File: config.mk
export PLATFORM = sky130hd
export DESIGN_NAME = fetch_unit
export DESIGN_NICKNAME = d
export VERILOG_FILES = /design/src/rtl/fetch_unit_pkg.sv /design/src/rtl/fetch_unit_inst_fifo.sv /design/src/rtl/fetch_unit.sv
export SDC_FILE = /design/constraint.sdc
export NUM_CORES = 1
export LEC_CHECK = 0
export CORE_ASPECT_RATIO = 1.4
export CORE_UTILIZATION = 43
export DETAILED_ROUTE_END_ITERATION = 7
export GPL_ROUTABILITY_DRIVEN = 0
export PLACE_DENSITY = 0.7
export SLEW_MARGIN = 0
export SYNTH_ARGS = -nofsm -noshare
export SYNTH_HDL_FRONTEND = slang
export SYNTH_SLANG_ARGS = --single-unit
File: constraint.sdc
create_clock -name clk -period 5.1 [get_ports clk]
set_input_delay 0.765 -clock clk [delete_from_list [all_inputs] [get_ports clk]]
set_output_delay 0.765 -clock clk [all_outputs]
set_load 0.02 [all_outputs]
File: src/rtl/fetch_unit_pkg.sv
// fetch_pkg: types and constants shared by the instruction fetch stage.
//   INST_W        instruction / address width
//   OP_HLT        opcode (bits [15:12]) that stops fetching
//   PC_INC        byte distance between consecutive instruction words
//   fetch_state_t memory-request FSM states
//   fetch_entry_t one instruction-queue entry {word, pc}
package fetch_pkg;

  localparam int unsigned INST_W = 16;
  localparam logic [3:0]  OP_HLT = 4'hF;
  localparam logic [15:0] PC_INC = 16'd2;

  typedef enum logic [1:0] {
    IDLE,
    REQ,
    WAIT
  } fetch_state_t;

  typedef struct packed {
    logic [INST_W-1:0] word;
    logic [INST_W-1:0] pc;
  } fetch_entry_t;

  function automatic logic is_hlt(input logic [INST_W-1:0] w);
    return w[INST_W-1 -: 4] == OP_HLT;
  endfunction

endpackage

File: src/rtl/fetch_unit_inst_fifo.sv
// inst_fifo: DEPTH-entry queue of {word, pc} between memory and decode.
//   clk, rst_n  clock, synchronous active-low reset
//   flush       empty the queue; dominates push and pop
//   push        write push_data at the tail
//   pop         retire the head entry
//   head        current head entry (meaningful only when count != 0)
//   count       number of valid entries
//   full        count == DEPTH
module inst_fifo
  import fetch_pkg::*;
#(
  parameter int unsigned DEPTH = 2
) (
  input  logic                     clk,
  input  logic                     rst_n,
  input  logic                     flush,
  input  logic                     push,
  input  fetch_entry_t             push_data,
  input  logic                     pop,
  output fetch_entry_t             head,
  output logic [$clog2(DEPTH):0]   count,
  output logic                     full
);

  localparam int unsigned PW = $clog2(DEPTH);
  localparam logic [PW:0] FULL_CNT = (PW+1)'(DEPTH);

  fetch_entry_t  mem [DEPTH];
  logic [PW-1:0] wptr;
  logic [PW-1:0] rptr;

  always_ff @(posedge clk) begin
    if (!rst_n) begin
      wptr  <= '0;
      rptr  <= '0;
      count <= '0;
    end else if (flush) begin
      wptr  <= '0;
      rptr  <= '0;
      count <= '0;
    end else begin
      if (push) wptr <= wptr + PW'(1);
      if (pop)  rptr <= rptr + PW'(1);
      case ({push, pop})
        2'b10:   count <= count + (PW+1)'(1);
        2'b01:   count <= count - (PW+1)'(1);
        default: count <= count;
      endcase
    end
  end

  // Storage needs no reset: the top gates the head with count != 0.
  always_ff @(posedge clk) begin
    if (push && !flush) mem[wptr] <= push_data;
  end

  assign head = mem[rptr];
  assign full = (count == FULL_CNT);

endmodule

File: src/rtl/fetch_unit.sv
// fetch_unit: instruction fetch stage feeding the opcode decoder.
//   clk, rst_n                         clock, synchronous active-low reset
//   mem_req/mem_addr/mem_gnt           one-outstanding request to instruction memory
//   mem_rvalid/mem_rdata               in-order read response
//   redirect/redirect_pc               taken branch: flush queue, restart at redirect_pc
//   inst_valid/inst/inst_pc/inst_pcinc queue head presented to decode
//   inst_ready                         decode accepts the head
//   halted                             sticky: HLT accepted by decode
module fetch_unit
  import fetch_pkg::*;
#(
  parameter int unsigned  DEPTH    = 2,
  parameter logic [15:0]  RESET_PC = 16'h0000
) (
  input  logic              clk,
  input  logic              rst_n,
  output logic              mem_req,
  output logic [INST_W-1:0] mem_addr,
  input  logic              mem_gnt,
  input  logic              mem_rvalid,
  input  logic [INST_W-1:0] mem_rdata,
  input  logic              redirect,
  input  logic [INST_W-1:0] redirect_pc,
  output logic              inst_valid,
  output logic [INST_W-1:0] inst,
  output logic [INST_W-1:0] inst_pc,
  output logic [INST_W-1:0] inst_pcinc,
  input  logic              inst_ready,
  output logic              halted
);

  localparam int unsigned CW = $clog2(DEPTH) + 1;

  fetch_state_t      state;
  logic [INST_W-1:0] pc;
  logic [INST_W-1:0] req_addr;
  logic              stop;
  logic              discard;

  logic              q_push;
  logic              q_pop;
  logic              q_full;
  logic [CW-1:0]     q_count;
  fetch_entry_t      q_head;
  fetch_entry_t      q_in;

  assign inst_valid = (q_count != '0);
  // A handshake in the same cycle as a redirect is squashed with the flush.
  assign q_pop      = inst_valid && inst_ready && !redirect;
  assign q_push     = (state == WAIT) && mem_rvalid && !discard && !redirect;
  assign q_in       = '{word: mem_rdata, pc: req_addr};

  assign inst       = inst_valid ? q_head.word : '0;
  assign inst_pc    = inst_valid ? q_head.pc   : '0;
  assign inst_pcinc = inst_pc + PC_INC;
  assign mem_addr   = req_addr;

  inst_fifo #(
    .DEPTH (DEPTH)
  ) u_fifo (
    .clk       (clk),
    .rst_n     (rst_n),
    .flush     (redirect),
    .push      (q_push),
    .push_data (q_in),
    .pop       (q_pop),
    .head      (q_head),
    .count     (q_count),
    .full      (q_full)
  );

  always_ff @(posedge clk) begin
    if (!rst_n) begin
      state    <= IDLE;
      pc       <= RESET_PC;
      req_addr <= RESET_PC;
      mem_req  <= 1'b0;
      stop     <= 1'b0;
      discard  <= 1'b0;
      halted   <= 1'b0;
    end else begin
      if (q_pop && is_hlt(q_head.word)) halted <= 1'b1;

      case (state)
        IDLE: begin
          // Only one request in flight, so a free slot now is still free
          // when its response returns.
          if (!stop && !redirect && !q_full) begin
            state    <= REQ;
            req_addr <= pc;
            mem_req  <= 1'b1;
          end
        end
        REQ: begin
          if (mem_gnt) begin
            state   <= WAIT;
            mem_req <= 1'b0;
          end
        end
        WAIT: begin
          if (mem_rvalid) begin
            state   <= IDLE;
            discard <= 1'b0;
            if (!discard && !redirect) begin
              pc <= req_addr + PC_INC;
              if (is_hlt(mem_rdata)) stop <= 1'b1;
            end
          end
        end
        default: begin
          state   <= IDLE;
          mem_req <= 1'b0;
        end
      endcase

      // The request in flight is never withdrawn; its response is dropped
      // instead. A response arriving with the redirect is dropped directly.
      if (redirect) begin
        pc   <= {redirect_pc[INST_W-1:1], 1'b0};
        stop <= 1'b0;
        if ((state == REQ) || ((state == WAIT) && !mem_rvalid)) discard <= 1'b1;
      end
    end
  end

endmodule

==> results.json <==
{
  "status": "finished, violations left",
  "violations": "design-rule violations",
  "grt.overflow.total": 0,
  "wl_per_cell_microns": 15.0,
  "mostFrequentLayoutCells": "clkdlybuf4s50_1 (103), nor2_1 (80), edfxtp_1 (64)",
  "ys_types": 45,
  "cts-root-buf": "clkbuf_16",
  "hold_path_class": "reg2reg",
  "drive_above_1_share_pct": 6.74,
  "antenna_left": 0,
  "grt_pass1_vias": 3307,
  "portBuffers": 103,
  "path_cells": "mux2i_1, nor2_1, ha_1, nand4_2, nor3_1, xor2_1, clkdlybuf4s50_1",
  "clk_latency_ns": 0.34,
  "synth_cells": 417,
  "ys.flop_type": "edfxtp_1",
  "drt_iter0_markers": 109,
  "layout_commonest_cell": "clkdlybuf4s50_1",
  "clkSinkCount": 107,
  "cp_data_required_time_ns": 4.34,
  "vias_per_cell": 5.09,
  "grt_pass1_wl_mm": 16.0,
  "synthArstFlopShare_pct": 0,
  "num_antenna_cells": 0,
  "critPathMaxFanout": 35,
  "worstSetupStartpointType": "register",
  "reg2reg_slack_ns": 2.24,
  "dp_hpwl_mm": 6.86,
  "clock_path_buffers": 2,
  "track_usage_pct": 17.8,
  "die_h_microns": 126,
  "ios": 105,
  "use_met2_pct": 32.4,
  "end_kind": "output pin",
  "cts-buffers-inserted": 9,
  "fp-row-count": 45,
  "num_vias": 3358,
  "synthesis.nets": 458,
  "cts_setup_buffers": 0,
  "fillCellCount": 928,
  "power_density_nw_per_um2": 274,
  "dieArea_sq_um": 11500,
  "path_class": "reg2out",
  "instances_no_fill": 660,
  "tightest_slew_ns": 1.03,
  "ys_seq_elements": 107,
  "die_w_microns": 90.8,
  "use_met3_pct": 2.66,
  "drv_cap": 0,
  "synth-seq-area-share_pct": 58.7,
  "clk_pin_slew_worst_paths_ns": 0.07,
  "cts_htree_levels": 3,
  "regToRegStartpoint": "state[0]$_SDFFE_PN0P_",
  "final_hold_viol_count": 0,
  "crit_end": "inst_pcinc[13]",
  "fin_skew_ns": 0.00812,
  "grt.busiest_layer": "met2",
  "power_leakage_nw": 2.08,
  "ir_drop_mv": 0.162,
  "hold_buffers": 0,
  "slowest_delay_ns": 1.01,
  "wl_mm": 9.93,
  "finalMaxSlewViolations": 0,
  "relSlewSlack_pct": 31.3,
  "drt-pass1-iter-count": 8,
  "area_growth_pct": 29.4,
  "grt_max_degree": 38,
  "cts_resized": 0,
  "start_util_pct": 43.9,
  "dp.cells": 644,
  "yosysWarnings": 0,
  "core_area_sq_um": 10800,
  "nets": 555,
  "period_minus_slack_ns": 4.15,
  "synth_area_sq_um": 4740,
  "ff2ff_path_depth": 4,
  "met1_usage_pct": 20.6,
  "avgSynthCellArea_sq_um": 11.4,
  "fin_crit_sh_pct": 81.3,
  "setup_viol": 0,
  "drcViolationCount": 1,
  "worstPathArrival_ns": 3.38,
  "antenna_found_initial": 0,
  "cts_tree": "built",
  "rsz0062_at_grt": "no",
  "synth_edf_count": 64,
  "r2r-end": "u_fifo.mem[0][0]$_DFFE_PP_",
  "max_freq_mhz": 241,
  "setup_tns_ns": 0,
  "crit_slowest_cell": "dfxtp_2"
}
power breakdown:
group          leakage, nW  internal [W]  switching, W
Combinational        0.987     0.0000578     0.0000491
Clock                0.118      0.000330      0.000301
Sequential           0.979      0.000927     0.0000175
Total                 2.08       0.00132      0.000368
cells in the mapped netlist (6+ instances only):
cell      instances  area (sq um)
edfxtp_1         64          1920
nor3_1            6          30.0
nand2_1          20          75.1
inv_1            11          41.3
clkbuf_1          9          33.8
nor2_1           81           304
a21oi_1          24           120
nand3_1          11          55.1
o22ai_1           6          37.5
dfxtp_1          43           861
mux2i_1          47           470
xnor2_1          17           149
xor2_1           13           114
critical path, delay by kind of cell, from the launching register on:
family        cells  cell delay [ns]
flops             1             1.01
simple gates      3             0.68
buf+inv           1             0.63
fa+ha+maj         1             0.28
mux               1             0.24
xor+xnor          1             0.20
through the flow:
| stage | worst slack (ns) | instance area, sq um | total power, W | hold slack [ns] | util (%) |
|---|---|---|---|---|---|
| 3_5_place_dp | 1.26 | 5870 | 0.00107 | 0.472 | 54.3 |
| 5_1_grt | 0.629 | 6140 | 0.00174 | 0.512 | 56.8 |
| 3_3_place_gp | 1.33 | 5870 | 0.00107 | 0.443 | 54.3 |
| 4_1_cts | 0.881 | 6140 | 0.00169 | 0.486 | 56.8 |
| 2_1_floorplan | 1.95 | 4740 | 0.00102 | 0.436 | - |
| 6_report | 0.955 | 6140 | 0.00168 | 0.478 | 56.8 |
layer usage:
| layer | wire length (microns) | up-vias |
|---|---|---|
| met2 | 5280 | 73 |
| li1 | - | 1665 |
| met1 | 4180 | 1605 |
| met5 | 0 | - |
| met3 | 279 | 15 |
| met4 | 189 | 0 |
how the worst min path moves through the flow:
stage | to | slack [ns] | startpoint | cells after the start
floorplan | pc[0]$_SDFFE_PP0P_ | 0.44 | pc[0]$_SDFFE_PP0P_ | 2
global placement | pc[0]$_SDFFE_PP0P_ | 0.44 | pc[0]$_SDFFE_PP0P_ | 2
detailed placement | mem_addr[7]$_SDFFE_PN0P_ | 0.47 | pc[7]$_SDFFE_PN0P_ | 2
CTS | pc[0]$_SDFFE_PP0P_ | 0.49 | pc[0]$_SDFFE_PP0P_ | 2
global route | pc[0]$_SDFFE_PP0P_ | 0.51 | pc[0]$_SDFFE_PP0P_ | 2
finish | pc[0]$_SDFFE_PP0P_ | 0.48 | pc[0]$_SDFFE_PP0P_ | 2
final cells by class:
cell class                      count  area (sq um)  area share [%]
Sequential cell                   107          2780            45.4
Inverter                           12          45.0           0.734
Tap cell                          141           176            2.87
Timing Repair Buffer              106          1050            17.2
Clock inverter                      6          42.5           0.693
Clock buffer                       10           229            3.73
Multi-Input combinational cell    278          1810            29.4
cell families after synthesis:
family | after synthesis | share of synthesized area [%]
xor+xnor | 30 | 5.54
mux | 47 | 9.92
fa+ha+maj | 3 | 0.791
simple gates | 154 | 15.9
flops | 107 | 58.7
compound gates | 44 | 5.67
buf+inv | 32 | 3.53
state kept, by name (all words and copies together) (netlist names), 2 cells and up, named ones only:
signal,cells
u_fifo.mem,64
mem_addr,16
pc,16
state,2
u_fifo.count,2
Power figures use the tool's default switching activity.
